===== src/rtl/spike_stim_gen.sv =====
// Synthetic neural-signal source: baseline plus optional LFSR noise, with a biphasic
// spike template injected after a programmable interval and a ground-truth spike marker.
module spike_stim_gen #(
    parameter int          CLK_PER_SAMPLE = 1,
    parameter int          NOISE_BITS     = 6,
    parameter logic [15:0] LFSR_SEED      = 16'hACE1
) (
    input  logic               clk,
    input  logic               rst,
    input  logic               enable,
    input  logic signed [15:0] baseline_in,
    input  logic        [14:0] amp_in,
    input  logic        [15:0] interval_in,
    input  logic               noise_en,
    output logic               sample_valid,
    output logic signed [15:0] data_out,
    output logic               spike_marker,
    output logic        [15:0] spike_count
);
    localparam int               DIV_W    = (CLK_PER_SAMPLE > 1) ? $clog2(CLK_PER_SAMPLE) : 1;
    localparam logic [DIV_W-1:0] DIV_LAST = DIV_W'(CLK_PER_SAMPLE - 1);

    typedef enum logic [1:0] {S_IDLE, S_WAIT, S_SPIKE} state_t;

    state_t             state_q, state_d;
    logic [DIV_W-1:0]   divCnt_q, divCnt_d;
    logic [15:0]        waitCnt_q, waitCnt_d;
    logic [15:0]        intervalLat_q, intervalLat_d;
    logic [14:0]        ampLat_q, ampLat_d;
    logic [2:0]         tmplIdx_q, tmplIdx_d;
    logic [15:0]        lfsr_q, lfsr_d;
    logic signed [15:0] dataOut_q, dataOut_d;
    logic               sampleValid_q, sampleValid_d;
    logic               spikeMarker_q, spikeMarker_d;
    logic [15:0]        spikeCount_q, spikeCount_d;

    logic signed [17:0] tmplVal;
    logic signed [17:0] noiseVal;
    logic signed [17:0] sum;
    logic signed [15:0] sampleSat;
    logic [15:0]        lfsrNext;

    function automatic logic signed [17:0] templateSample(input logic [2:0] idx,
                                                          input logic [14:0] a);
        logic signed [17:0] full;
        logic signed [17:0] half;
        logic signed [17:0] quarter;
        full    = signed'({3'b000, a});
        half    = signed'({4'b0000, a[14:1]});
        quarter = signed'({5'b00000, a[14:2]});
        case (idx)
            3'd1, 3'd3: templateSample = half;
            3'd2:       templateSample = full;
            3'd5:       templateSample = -half;
            3'd6:       templateSample = -quarter;
            default:    templateSample = '0;
        endcase
    endfunction

    // Sample arithmetic: template sample 0 is zero, so WAIT always adds nothing.
    always_comb begin
        tmplVal  = (state_q == S_SPIKE) ? templateSample(tmplIdx_q, ampLat_q) : '0;
        noiseVal = noise_en ? {{(18 - NOISE_BITS){lfsr_q[NOISE_BITS-1]}}, lfsr_q[NOISE_BITS-1:0]}
                            : '0;
        sum      = {{2{baseline_in[15]}}, baseline_in} + tmplVal + noiseVal;
        if (sum > 18'sd32767) begin
            sampleSat = 16'sh7FFF;
        end else if (sum < -18'sd32768) begin
            sampleSat = 16'sh8000;
        end else begin
            sampleSat = sum[15:0];
        end
        lfsrNext = {1'b0, lfsr_q[15:1]} ^ (lfsr_q[0] ? 16'hB400 : 16'h0000);
    end

    always_comb begin
        state_d       = state_q;
        divCnt_d      = divCnt_q;
        waitCnt_d     = waitCnt_q;
        intervalLat_d = intervalLat_q;
        ampLat_d      = ampLat_q;
        tmplIdx_d     = tmplIdx_q;
        lfsr_d        = lfsr_q;
        dataOut_d     = dataOut_q;
        spikeCount_d  = spikeCount_q;
        sampleValid_d = 1'b0;
        spikeMarker_d = 1'b0;
        case (state_q)
            S_IDLE: begin
                dataOut_d = '0;
                divCnt_d  = '0;
                if (enable) begin
                    intervalLat_d = interval_in;
                    waitCnt_d     = '0;
                    state_d       = S_WAIT;
                end
            end
            default: begin
                if (!enable) begin
                    state_d   = S_IDLE;
                    dataOut_d = '0;
                    divCnt_d  = '0;
                end else if (divCnt_q != DIV_LAST) begin
                    divCnt_d = divCnt_q + 1'b1;
                end else begin
                    divCnt_d      = '0;
                    sampleValid_d = 1'b1;
                    dataOut_d     = sampleSat;
                    lfsr_d        = lfsrNext;
                    if (state_q == S_WAIT) begin
                        if (waitCnt_q == intervalLat_q) begin
                            spikeMarker_d = 1'b1;
                            ampLat_d      = amp_in;
                            spikeCount_d  = spikeCount_q + 1'b1;
                            tmplIdx_d     = 3'd1;
                            state_d       = S_SPIKE;
                        end else begin
                            waitCnt_d = waitCnt_q + 1'b1;
                        end
                    end else if (tmplIdx_q == 3'd7) begin
                        state_d       = S_WAIT;
                        waitCnt_d     = '0;
                        intervalLat_d = interval_in;
                    end else begin
                        tmplIdx_d = tmplIdx_q + 1'b1;
                    end
                end
            end
        endcase
    end

    always_ff @(posedge clk or posedge rst) begin
        if (rst) begin
            state_q       <= S_IDLE;
            divCnt_q      <= '0;
            waitCnt_q     <= '0;
            intervalLat_q <= '0;
            ampLat_q      <= '0;
            tmplIdx_q     <= '0;
            lfsr_q        <= LFSR_SEED;
            dataOut_q     <= '0;
            sampleValid_q <= 1'b0;
            spikeMarker_q <= 1'b0;
            spikeCount_q  <= '0;
        end else begin
            state_q       <= state_d;
            divCnt_q      <= divCnt_d;
            waitCnt_q     <= waitCnt_d;
            intervalLat_q <= intervalLat_d;
            ampLat_q      <= ampLat_d;
            tmplIdx_q     <= tmplIdx_d;
            lfsr_q        <= lfsr_d;
            dataOut_q     <= dataOut_d;
            sampleValid_q <= sampleValid_d;
            spikeMarker_q <= spikeMarker_d;
            spikeCount_q  <= spikeCount_d;
        end
    end

    assign sample_valid = sampleValid_q;
    assign data_out     = dataOut_q;
    assign spike_marker = spikeMarker_q;
    assign spike_count  = spikeCount_q;
endmodule


===== config.mk =====
export PLATFORM = sky130hd
export DESIGN_NAME = spike_stim_gen
export DESIGN_NICKNAME = d
export VERILOG_FILES = /design/src/rtl/spike_stim_gen.sv
export SDC_FILE = /design/constraint.sdc
export NUM_CORES = 1
export LEC_CHECK = 0
export BUFFER_PORTS_ARGS = -buffer_cell sky130_fd_sc_hd__buf_2
export CAP_MARGIN = 20
export CORE_AREA = 2 2 106 108
export CTS_CLUSTER_DIAMETER = 120
export DETAILED_ROUTE_END_ITERATION = 10
export DIE_AREA = 0 0 108 110
export PLACE_DENSITY_LB_ADDON = 0.12
export SYNTH_ARGS = -nofsm -noshare
export SYNTH_HDL_FRONTEND = slang
export SYNTH_SLANG_ARGS = --single-unit
export TNS_END_PERCENT = 1

===== constraint.sdc =====
create_clock -name clk -period 13.3 [get_ports clk]
set_clock_uncertainty 0.2 [all_clocks]
set_input_delay 2.66 -clock clk [delete_from_list [all_inputs] [get_ports clk]]
set_output_delay 2.66 -clock clk [all_outputs]
set_load 0.03 [all_outputs]

# Word level (Yosys, flattened, before mapping)

Index checks and enable logic that the tools add are counted.

Input port bits: 51
Flip-flop bits (word level): 103

$lt $le $gt $ge: 2
Equality and inequality tests: 18
Reduce and logical (&&, ||, !) cells: 10
$add $sub $neg: 8
Muxes and demuxes: 43
Bitwise operators: 3

Operators by type and width:

| cell                                                                            | number |
|---|---|
| 16-bit 2-to-1 mux                                                               | 19 |
| 18-bit one-hot mux with 4 select lines                                          | 1 |
| 18-bit adder                                                                    | 2 |
| 18-bit 2-to-1 mux                                                               | 2 |
| 16-bit by 1-bit adder with 16-bit output (second input constant)                | 2 |
| 18-bit by 16-bit > comparator with 1-bit output (second input constant)         | 1 |
| 18-bit by 16-bit less-than comparator with 1-bit output (second input constant) | 1 |
| 13-bit negation with 18-bit output                                              | 1 |
| 14-bit negation with 18-bit output                                              | 1 |
| 16-bit equality test                                                            | 1 |
| 15-bit by 16-bit XOR with 16-bit output                                         | 1 |
| 2-bit 2-to-1 mux                                                                | 7 |
| 4-bit AND reduction                                                             | 3 |
| 1-bit 2-to-1 mux                                                                | 11 |
| 5-bit AND reduction                                                             | 2 |
| 3-bit equality test (second input constant)                                     | 3 |
| 3-bit 2-to-1 mux                                                                | 3 |
| 3-bit by 2-bit equality test with 1-bit output (second input constant)          | 2 |
| 2-bit by 1-bit != test with 1-bit output (second input constant)                | 3 |
| 3-bit by 2-bit != test with 1-bit output (second input constant)                | 2 |
| 2-bit != test (second input constant)                                           | 2 |
| 4-bit by 1-bit != test with 1-bit output (second input constant)                | 1 |
| 4-bit by 2-bit != test with 1-bit output (second input constant)                | 1 |
| 3-bit by 1-bit adder with 3-bit output (second input constant)                  | 1 |
| other kinds (10)                                                                | 11 |

# Depth between registers and ports, before layout

Gate-level depths: netlist of run 1.

Depth after elaboration: 12
Gate-level depth with buffers: 22

# Worst setup path before layout of run 1

No wires, ideal clock.

Path type: input port to flip-flop
From: input port noise_en
To: register dataOut_q[10], in the netlist data_out[10]
Path slack: 7,030 ps
Setup time: 135 ps
Data required time: 12,965 ps
Buffers on the path: 1
Stages on the path: 12
Arrival time: 5,935 ps
Path through: nand2_1 > inv_1 > fa_1 > ha_1 > a21o_1 > a2111oi_0 > o21a_2 > nor4_1 > or3b_2 > a211oi_4 > buf_6 > o22ai_1

Longest elaborated chain between the ends: 8
Elaborated cells between the ends (all ways): 9
Those cells by class: add/sub (1); order compare (2); mux (6)

Ends and longest elaborated chain:

| element                                                 | RTL line | text |
|---|---|---|
| start, declared                                         | 14       | `input logic noise_en,` |
| 18-bit 2-to-1 mux (*)                                   | 63       | `noiseVal = noise_en ? {{(18 - NOISE_BITS){lfsr_q[NOISE_BITS-1]}}, lfsr_q[NOISE_BITS-1:0]}` |
| 18-bit adder (*)                                        | 65       | `sum = {{2{baseline_in[15]}}, baseline_in} + tmplVal + noiseVal;` |
| 18-bit by 16-bit less-than comparator with 1-bit output | 68       | `end else if (sum < -18'sd32768) begin` |
| 16-bit 2-to-1 mux                                       | 68       |  |
| 16-bit 2-to-1 mux (*)                                   | 66       | `if (sum > 18'sd32767) begin` |
| 16-bit 2-to-1 mux (*)                                   | 103      | `end else if (divCnt_q != DIV_LAST) begin` |
| 16-bit 2-to-1 mux (*)                                   | 99       | `if (!enable) begin` |
| 16-bit 2-to-1 mux (*)                                   | 88       | `case (state_q)` |
| net dataOut_d[10]                                       | 32       | `logic signed [15:0] dataOut_q, dataOut_d;` |
| end signal, assigned                                    | 153      | `dataOut_q <= dataOut_d;` |
| end, declared                                           | 32       |  |

Mark *: on every way through the listed nets, which the timed path passes. The rest lies on a longest branch. The select of a mux whose other input is x is not followed.
A chain may end at the register's enable or synchronous reset.

# Worst setup path in the final report of run 1

From: input port noise_en
To: register dataOut_q[1], in the netlist data_out[1]

Same word-level chain as after synthesis.

==> impl_metrics.tcl, run 1 <==
set metrics [dict create \
    run_status "complete, no violations" \
    timing.final.max_slew_violations 0 \
    finalHoldViolCount 0 \
    hold_buffers 0 \
    wire_per_inst_um 16.0 \
    boundaryPins 85 \
    switchingPower_mw 0.171 \
    start_util 0.613 \
    initial_antenna_violation_count 1 \
    worst_slew_slack_as_a_fraction_of_its_limit 0.333 \
    dieArea_mm2 0.0119 \
    drt_pass1_iterations 5 \
    gp_congestion 0.873 \
    share_comb_of_total_power 0.129 \
    design.core.area_mm2 0.0107 \
    yosys.area_share.adder 0.101 \
    r2r_cells 18 \
    core.rowCount 38 \
    global_route_wire_length_before_repair_um 23800 \
    port_buffers 84 \
    insertion_delay_to_the_later_sink_of_the_worst_skew_pair_ps 380 \
    f_max_ghz 0.151 \
    nNetsFinal 843 \
    dp_cells 878 \
    finalCoreUtilization 0.678 \
    postSynth.topFlopCell "dfrtp_1" \
    total_power_mw 0.643 \
    rsz0062_at_grt "false" \
    synth_edf_count 0 \
    final_period_demand_of_the_worst_path_ps 6640 \
    cts_tree "yes" \
    syn_avg_cell_area_um2 9.53 \
    fraction_of_synthesis_flops_using_an_asynchronous_set_or_reset_pin 1.00 \
    dominant_combinational_cell_family_by_area_after_synthesis "simple AND/OR/NAND/NOR gates" \
    ys_seq_elements 102 \
    synth_compound_gate_area_share 0.163 \
    synth.yosys.seq_area_share 0.391 \
    pre_cts_ws_ps 6260 \
    critical_path_class "in -> reg" \
    setup_tns_ps 0 \
    remaining_drc_errors 0 \
    clock-root-buffer "clkbuf_8" \
    syn-num-nets 781 \
    clk_transition_reported_paths_ps 100 \
    finalSetupViolCount 0 \
    worst_slew_pin_slew_ps 999 \
    worst-endpoint-arrival_ps 6660 \
    ys_warn_count 0 \
    power_density_mw_per_mm2 88.7 \
    die_x_um 108 \
    clk_path_buf_depth 2 \
    critical_path_peak_fanout 15 \
    switching_share 0.266 \
    synth_xor_xnor_area_share 0.0775 \
    grt_pass1_vias 5077 \
    power.sequential.fraction 0.527 \
    cts-htree-levels 3 \
    crit_start_category "input pin" \
    count_of_distinct_cell_types_in_the_synthesized_netlist 65 \
    worst_ir_drop_vdd_uv 95.9 \
    clockPowerShare 0.344 \
    die_h_um 110 \
    cts_inserted_buffers 9 \
    drt_first_iter_violations 304 \
    layout_worst_path_cycle_share 0.499 \
    mostFrequentLayoutCell "nand2_1" \
    rrSetupSlack_ps 7110 \
    internal-power_mw 0.472 \
    cp-end-kind "register" \
    max_cap_violations 0 \
    crit_start "noise_en" \
    synthesis.area_mm2 0.00656 \
    cts_sinks 102 \
    timing.hold.worst.class "reg -> reg" \
    vias 5284 \
    globalRouteOverflowTotal 0 \
    fill_cells 870 \
    simple_gate_share_of_the_synthesized_area 0.166 \
    grt_usage 0.254 \
    post_layout_nonfiller_instances 896 \
    antenna_violating_nets_post_route 0 \
    viasPerCell 5.90 \
    layout-drive-gt1-share 0.211 \
    worstReg2RegStart "ampLat_q[2]" \
    grt_max_degree 55 \
    post_cts_resize_count 0 \
    synth.mux.area_fraction 0.0611 \
    post-dp-hpwl_um 10300 \
    static-leakage-power_nw 3.47 \
    top_library_cells_by_usage_in_the_layout_fill_and_taps_aside "98 x nand2_1, 94 x dfrtp_1, 84 x buf_2" \
    timing.rr.end "data_out[1]" \
    wl_um 14300 \
    postCtsSetupRepairBufs 0 \
    syn2layout_area_growth_pct 10.6 \
    fin_ws_ps 6660 \
    netlist_instances 688 \
    required_ps 13320 \
    critical_path_sink "data_out[1]" \
]
worst min-delay path by stage:
| stage | startpoint | to | slack, ps | cells past startpoint |
|---|---|---|---|---|
| 6_report | lfsr_q[7] | lfsr_q[7] | 260 | 2 |
| 5_1_grt | lfsr_q[6] | lfsr_q[6] | 280 | 2 |
| 4_1_cts | lfsr_q[7] | lfsr_q[7] | 260 | 2 |
| 3_5_place_dp | lfsr_q[7] | lfsr_q[7] | 250 | 2 |
| 3_3_place_gp | lfsr_q[7] | lfsr_q[7] | 250 | 2 |
| 2_1_floorplan | lfsr_q[7] | lfsr_q[6] | 230 | 2 |
state kept, by name, summed over array words and instances, names as in the netlist:
signal and count:
tmplIdx_q 3, sample_valid 1, spike_count 16, intervalLat_q 16
waitCnt_q 16, lfsr_q 16, spike_marker 1, data_out 16
ampLat_q 15, state_q 2
final cells by class:
cell class | instances | area [um2] | share of cell area
Timing Repair Buffer | 88 | 450 | 0.0621
Antenna cell | 1 | 2.50 | 0.000345
Multi-Input combinational cell | 524 | 3740 | 0.516
Sequential cell | 102 | 2560 | 0.353
Tap cell | 140 | 175 | 0.0242
Inverter | 25 | 96.3 | 0.0133
Clock inverter | 4 | 80.1 | 0.0110
Clock buffer | 12 | 145 | 0.0200
critical path: stages:
cell and delay (ps):
buf_2 140, nand2_1 130, inv_1 510, fa_1 530
ha_1 380, a21o_1 230, a2111oi_0 410, o21a_2 290
nor2_1 90, o211a_1 240, o311ai_2 850, o22ai_1 190
through the flow:
step | hold WS [ps] | instance area, um2
after floorplan | 235 | 6560
after global placement | 248 | 7020
after detailed placement | 252 | 7020
after CTS | 264 | 7240
after global routing | 282 | 7250
final | 264 | 7250
power groups by stage:
stage	Sequential [mW]	Clock, mW	Combinational [mW]
2_1_floorplan	0.346	0	0.0555
3_3_place_gp	0.344	0	0.0804
4_1_cts	0.339	0.228	0.0837
6_report	0.339	0.221	0.0828
3_5_place_dp	0.345	0	0.0831
5_1_grt	0.341	0.240	0.0919
cells by family (layout without fill, tap and decap cells):
logic type	after synthesis	in the layout
buf+inv	62	129
xor+xnor	58	58
compound gates	165	165
mux	36	36
other cells	0	1
simple gates	223	223
fa+ha+maj	42	42
flops	102	102
Yosys cell counts (all sizes together) (9+ instances only):
cell type	number	area, um2
clkbuf	25	93.8
xnor2	24	210
fa	18	360
o21ai	49	245
inv	25	93.8
buf	12	77.6
or3	13	81.3
dfrtp	94	2350
ha	24	300
nor3	13	86.3
nand3	15	75.1
nand2	98	368
o22ai	15	93.8
o211ai	9	67.6
nor2	32	125
xor2	34	298
mux2	32	360
a21oi	40	200
per-layer routing:
metal / global-route usage / routed length, um / part of all wire
met1: 0.316 / 6100 / 0.43
met2: 0.442 / 7170 / 0.50
met3: 0.0606 / 799 / 0.056
met4: 0.0778 / 231 / 0.016
met5: 0 / 0 / 0
Note: power is estimated with default switching activity, not from simulation.
==> run 2, diff against run 1 <==
Settings changed: CORE_AREA 2 2 106 108 to 2 2 109 111, DIE_AREA 0 0 108 110 to 0 0 111 113.
Clock period 13.3 ns to 6.2 ns, I/O delays scaled along.
==> run 2 against run 1 <==
- via count rose by 2.0%
- sequential power grew 110%
- clock power rose to 2.8 times the previous value
- sequential cell count unchanged
- register-to-register slack worse by 6700 ps
- largest cell class unchanged
- core utilization is 2.0 points lower
- first-iteration DRC count grew 55%
==> impl_metrics.tcl, run 2 (synthesized netlist as in run 1, its figures left out) <==
set metrics [dict create \
    share_comb_of_total_power 0.119 \
    remaining_drc_errors 0 \
    crit_top_cell "ha_1" \
    static-leakage-power_nw 3.55 \
    power_density_mw_per_mm2 205 \
    clockPowerShare 0.402 \
    worst_ir_drop_vdd_uv 254 \
    globalRouteOverflowTotal 0 \
    cp_cell_sequence "inv_1, ha_1, or4b_4, or3_1, nor2_2, mux2i_1, a22o_1, a222oi_1, nor2_1, fa_1, ha_1, or2_2, a2111oi_0, o21a_2, nor4_1, or3b_2, a211oi_4, buf_12, o22ai_1" \
    cts_inserted_buffers 9 \
    cp-end-kind "register" \
    cp_slowest_cell "or4b_4" \
    antenna_violating_nets_post_route 0 \
    critical_path_class "reg -> reg" \
    port_buffers 84 \
    design.core.area_mm2 0.0113 \
    grt_max_degree 60 \
    finalHoldViolCount 0 \
    fin_ws_ps 369 \
    slowest_delay_ps 550 \
    post-dp-hpwl_um 10600 \
    finalSetupViolCount 0 \
    path_delay_family "simple AND/OR/NAND/NOR gates" \
    path_buf_inv 2 \
    rsz0062_at_grt "false" \
    gp_congestion 0.875 \
    pre_cts_ws_ps 222 \
    initial_antenna_violation_count 0 \
    clock-root-buffer "clkbuf_16" \
    worst_slew_slack_as_a_fraction_of_its_limit 0.444 \
    wl_um 14800 \
    drt_first_iter_violations 470 \
    power.sequential.fraction 0.479 \
    critical_path_peak_fanout 14 \
    nNetsFinal 850 \
    cts-htree-levels 3 \
    cts_sinks 102 \
    syn2layout_area_growth_pct 13.1 \
    internal-power_mw 1.13 \
    die_x_um 111 \
    setup_tns_ps 0 \
    switchingPower_mw 0.389 \
    clk_path_buf_depth 2 \
    grt_pass1_vias 5329 \
    timing.hold.worst.class "reg -> reg" \
    cts_tree "yes" \
    required_ps 6220 \
    dieArea_mm2 0.0125 \
    viasPerCell 5.96 \
    layout_worst_path_cycle_share 0.940 \
    run_status "complete, no violations" \
    grt_usage 0.244 \
    f_max_ghz 0.172 \
    boundaryPins 85 \
    global_route_wire_length_before_repair_um 25000 \
    core.rowCount 39 \
    clk_transition_reported_paths_ps 70 \
    final_period_demand_of_the_worst_path_ps 5830 \
    switching_share 0.256 \
    start_util 0.582 \
    insertion_delay_to_the_later_sink_of_the_worst_skew_pair_ps 350 \
    wire_per_inst_um 16.3 \
    die_h_um 113 \
    rrSetupSlack_ps 370 \
    crit_start_category "register" \
    mostFrequentLayoutCell "nand2_1" \
    vias 5390 \
    top_library_cells_by_usage_in_the_layout_fill_and_taps_aside "98 x nand2_1, 94 x dfrtp_1, 84 x buf_2" \
    timing.final.max_slew_violations 0 \
    layout-drive-gt1-share 0.219 \
    worst_slew_pin_slew_ps 832 \
    max_cap_violations 0 \
    antenna_cells_inserted 0 \
    hold_buffers 0 \
    worst-endpoint-arrival_ps 5850 \
    drt_pass1_iterations 5 \
]
==> run 2: changes by cell type in the layout (fill, tap and decap cells not counted), moves of 2 or more <==
| cell | delta |
|---|---|
| clkbuf_16 | +9 |
| buf_4 | +6 |
| clkbuf_8 | -10 |
| clkinvlp_4 | +2 |
==> run 2: cell type report <==
| type | count | area (um2) |
|---|---|---|
| clock buffers | 11 | 233 |
| clock inverters | 5 | 83.8 |
| fillers | 923 | 3860 |
| inverters | 25 | 96.3 |
| multi-input cells | 524 | 3740 |
| flip-flops and latches | 102 | 2560 |
| well taps | 143 | 179 |
| repair buffers | 95 | 515 |
==> run 2: timing repair <==
action	4_1_cts	5_1_grt
buffers inserted	0	2
resized for setup	0	1
endpoints found under the setup margin	0	15
==> run 2: power by group through the flow <==
stage	clock (mW)	sequential (mW)	combinational [mW]
after floorplan	0	0.742	0.119
after global placement	0	0.737	0.175
after detailed placement	0	0.739	0.180
after CTS	0.618	0.727	0.181
after global routing	0.644	0.731	0.202
final	0.610	0.726	0.181
==> run 2: worst paths after layout <==
| check | startpoint | endpoint | cells after the start |
|---|---|---|---|
| worst max register to register | ampLat_q[2] | data_out[10] | 19 |
| min in group asynchronous | rst | spike_count[10] | 2 |
| max in group asynchronous | rst | data_out[2] | 3 |
| worst min-delay path | lfsr_q[6] | lfsr_q[5] | 2 |
| worst min register to register | lfsr_q[6] | lfsr_q[5] | 2 |
| worst max-delay path | ampLat_q[2] | data_out[10] | 19 |
==> run 2: per-layer routing <==
metal,up-vias,global-route usage,wire (um)
met5,-,0,0
met4,0,0.0733,294
met3,29,0.0450,708
met2,148,0.433,7490
met1,2632,0.306,6290
li1,2581,-,-
==> run 2: through the flow <==
stage | util | hold slack (ps) | instances | cell area, um2 | power (mW)
final | 0.658 | 259 | 905 | 7410 | 1.52
after global routing | 0.658 | 273 | 905 | 7410 | 1.58
after CTS | 0.655 | 260 | 903 | 7380 | 1.53
after detailed placement | 0.627 | 248 | 887 | 7070 | 0.919
after global placement | 0.627 | 247 | 887 | 7070 | 0.912
after floorplan | - | 235 | 688 | 6560 | 0.861
==> run 2: tightest hold or removal path, cell delays in order (launching register included) <==
cell,delay [ps]
dfstp_2,370
nand2_1,40
nand2_1,40
==> run 3, diff against run 2 <==
Settings changed: ABC_AREA set to 1, BUFFER_PORTS_ARGS -buffer_cell sky130_fd_sc_hd__buf_2 to -buffer_cell sky130_fd_sc_hd__buf_4, CORE_AREA 2 2 109 111 to 2 2 113 115, DIE_AREA 0 0 111 113 to 0 0 115 117.
==> run 3 against run 2 <==
- synthesized area grew 7.1%
- register-to-register slack gained 1300 ps
- sequential share of layout area shrank 2.7 points
- cell count grew 24%
- combinational power grew to 4.4 times the previous value
- via count grew 9.5%
- die area grew 7.3%
- sequential power grew 29%
- critical endpoint is now data_out[2]
- largest power group unchanged
==> impl_metrics.tcl, run 3 <==
set metrics [dict create \
    run_status "complete, no violations" \
    required_ps 6240 \
    critical_path_peak_fanout 13 \
    timing.final.max_slew_violations 0 \
    cts_sinks 102 \
    static-leakage-power_nw 4.08 \
    syn-num-nets 983 \
    fraction_of_synthesis_flops_using_an_asynchronous_set_or_reset_pin 1.00 \
    insertion_delay_to_the_later_sink_of_the_worst_skew_pair_ps 350 \
    timing.hold.worst.class "reg -> reg" \
    core.rowCount 41 \
    gp_congestion 0.924 \
    hold_buffers 0 \
    max_cap_violations 0 \
    synthDominantCellAreaShare 0.335 \
    viasPerCell 5.28 \
    synth.yosys.seq_area_share 0.365 \
    wire_per_inst_um 13.4 \
    critical_path_class "reg -> reg" \
    start_util 0.570 \
    remaining_drc_errors 0 \
    postSynth.topFlopCell "dfrtp_1" \
    ys_warn_count 0 \
    final_period_demand_of_the_worst_path_ps 4520 \
    f_max_ghz 0.221 \
    postCtsSetupRepairBufs 0 \
    post_cts_resize_count 0 \
    top_library_cells_by_usage_in_the_layout_fill_and_taps_aside "205 x nand2_1, 111 x inv_1, 94 x dfrtp_1" \
    ys_top_cells_by_count "205 x nand2_1, 112 x inv_1, 94 x dfrtp_1" \
    final_design_area_no_fill_mm2 0.00805 \
    antenna_cells_inserted 0 \
    layout-drive-gt1-share 0.174 \
    clock-root-buffer "clkbuf_16" \
    initial_antenna_violation_count 0 \
    mostFrequentLayoutCell "nand2_1" \
    grt_max_degree 63 \
    cts_inserted_buffers 9 \
    design.core.area_mm2 0.0123 \
    antenna_violating_nets_post_route 0 \
    die_h_um 117 \
    layout_worst_path_cycle_share 0.730 \
    synth_edf_count 0 \
    post_layout_nonfiller_instances 1118 \
    syn2layout_area_growth_pct 14.6 \
    timing.rr.end "data_out[2]" \
    vias 5900 \
    syn_avg_cell_area_um2 7.89 \
    post_synth_main_area_contributors "dfrtp_1 33%, nand2_1 11%, inv_1 6.0%" \
    cts-htree-levels 3 \
    r2r_cells 25 \
    globalRouteOverflowTotal 0 \
    min_to "lfsr_q[8]" \
    hold_path_depth 2 \
    port_buffers 84 \
    dp_cells 1101 \
    worstReg2RegStart "ampLat_q[2]" \
    ys_seq_elements 102 \
    netlist_instances 890 \
    dieArea_mm2 0.0135 \
    die_x_um 115 \
    wl_um 14900 \
    crit_start_category "register" \
    rsz0062_at_grt "false" \
    drt_pass1_iterations 5 \
    worst_slew_slack_as_a_fraction_of_its_limit 0.415 \
    finalSetupViolCount 0 \
    library_cell_with_the_highest_instance_count_after_synthesis "nand2_1" \
    post-dp-hpwl_um 11500 \
    worst_ir_drop_vdd_uv 202 \
    hp-start "lfsr_q[9]" \
    power_density_mw_per_mm2 290 \
    cts_tree "yes" \
    worst_slew_pin_slew_ps 875 \
    worst-endpoint-arrival_ps 4570 \
    global_route_wire_length_before_repair_um 25000 \
    boundaryPins 85 \
    count_of_distinct_cell_types_in_the_synthesized_netlist 44 \
    fin_worst_hold_slack_ps 287 \
    clk_transition_reported_paths_ps 70 \
    finalCoreUtilization 0.654 \
    grt_usage 0.234 \
    cp-end-kind "register" \
    synthesis.area_mm2 0.00702 \
    yosysTopAreaCell "dfrtp_1" \
    nNetsFinal 1056 \
    post_dp_cell_area_mm2 0.00771 \
    clk_path_buf_depth 2 \
    setup_tns_ps 0 \
    rrSetupSlack_ps 1680 \
    drt_first_iter_violations 339 \
    grt_pass1_vias 5475 \
    finalHoldViolCount 0 \
]
## run 3: cells by family after synthesis
family / synth area share
AND/OR/NAND/NOR: 0.247
flip-flops: 0.365
AO/OA/AOI/OAI: 0.115
adder cells (fa/ha/maj): 0.0941
buffers and inverters: 0.0844
XOR/XNOR: 0.0686
multiplexers: 0.0257
## run 3: report_power, final
group | total, mW | switching, mW | internal (mW)
Sequential | 0.933 | 0.102 | 0.831
Combinational | 0.795 | 0.473 | 0.322
Clock | 0.610 | 0.252 | 0.358
## run 3: area by class of cell
cell class	instances	area, um2
clock buffers	10	229
clock inverters	6	93.8
fillers	1110	4260
inverters	117	442
multi-input cells	646	3870
flip-flops and latches	102	2560
well taps	150	188
repair buffers	87	666
## run 3: worst max-delay path, cell delays in order (launching register included)
cell      delay [ps]
dfrtp_1          360
inv_1            240
ha_1             270
nand2_1          120
nor2_1           140
nand2_1          130
nor2_1           150
nand2_1          110
o211ai_1         200
o31ai_1          110
o21ai_0          160
inv_1            100
fa_1             440
ha_1             360
nand2_1          100
inv_1             80
nand2_1           70
nand2_1           60
a21oi_1          230
nand2_1          110
nand2_1           70
nand2_1           40
nand2_1           60
nand3_2          250
nand2_1          190
nor2_1            60
## run 3: how the worst max path moves through the flow
stage,start,endpoint,slack (ps),cells past startpoint
2_1_floorplan,rst,ampLat_q[0],2100,1
3_3_place_gp,noise_en,data_out[0],1720,16
3_5_place_dp,noise_en,data_out[1],1660,17
4_1_cts,ampLat_q[2],data_out[1],1690,25
5_1_grt,ampLat_q[2],data_out[0],1260,24
6_report,ampLat_q[2],data_out[2],1680,25
## run 3: per-stage QoR
stage          worst slack [ps]  power [mW]
2_1_floorplan              2100        1.52
3_3_place_gp               1720        1.73
3_5_place_dp               1660        1.75
4_1_cts                    1690        2.36
5_1_grt                    1260        2.50
6_report                   1680        2.34
## run 3: per-layer routing
metal | share of wire | global-route usage
met5 | 0 | 0
met3 | 0.037 | 0.0443
met2 | 0.51 | 0.412
met4 | 0.013 | 0.0667
met1 | 0.44 | 0.296
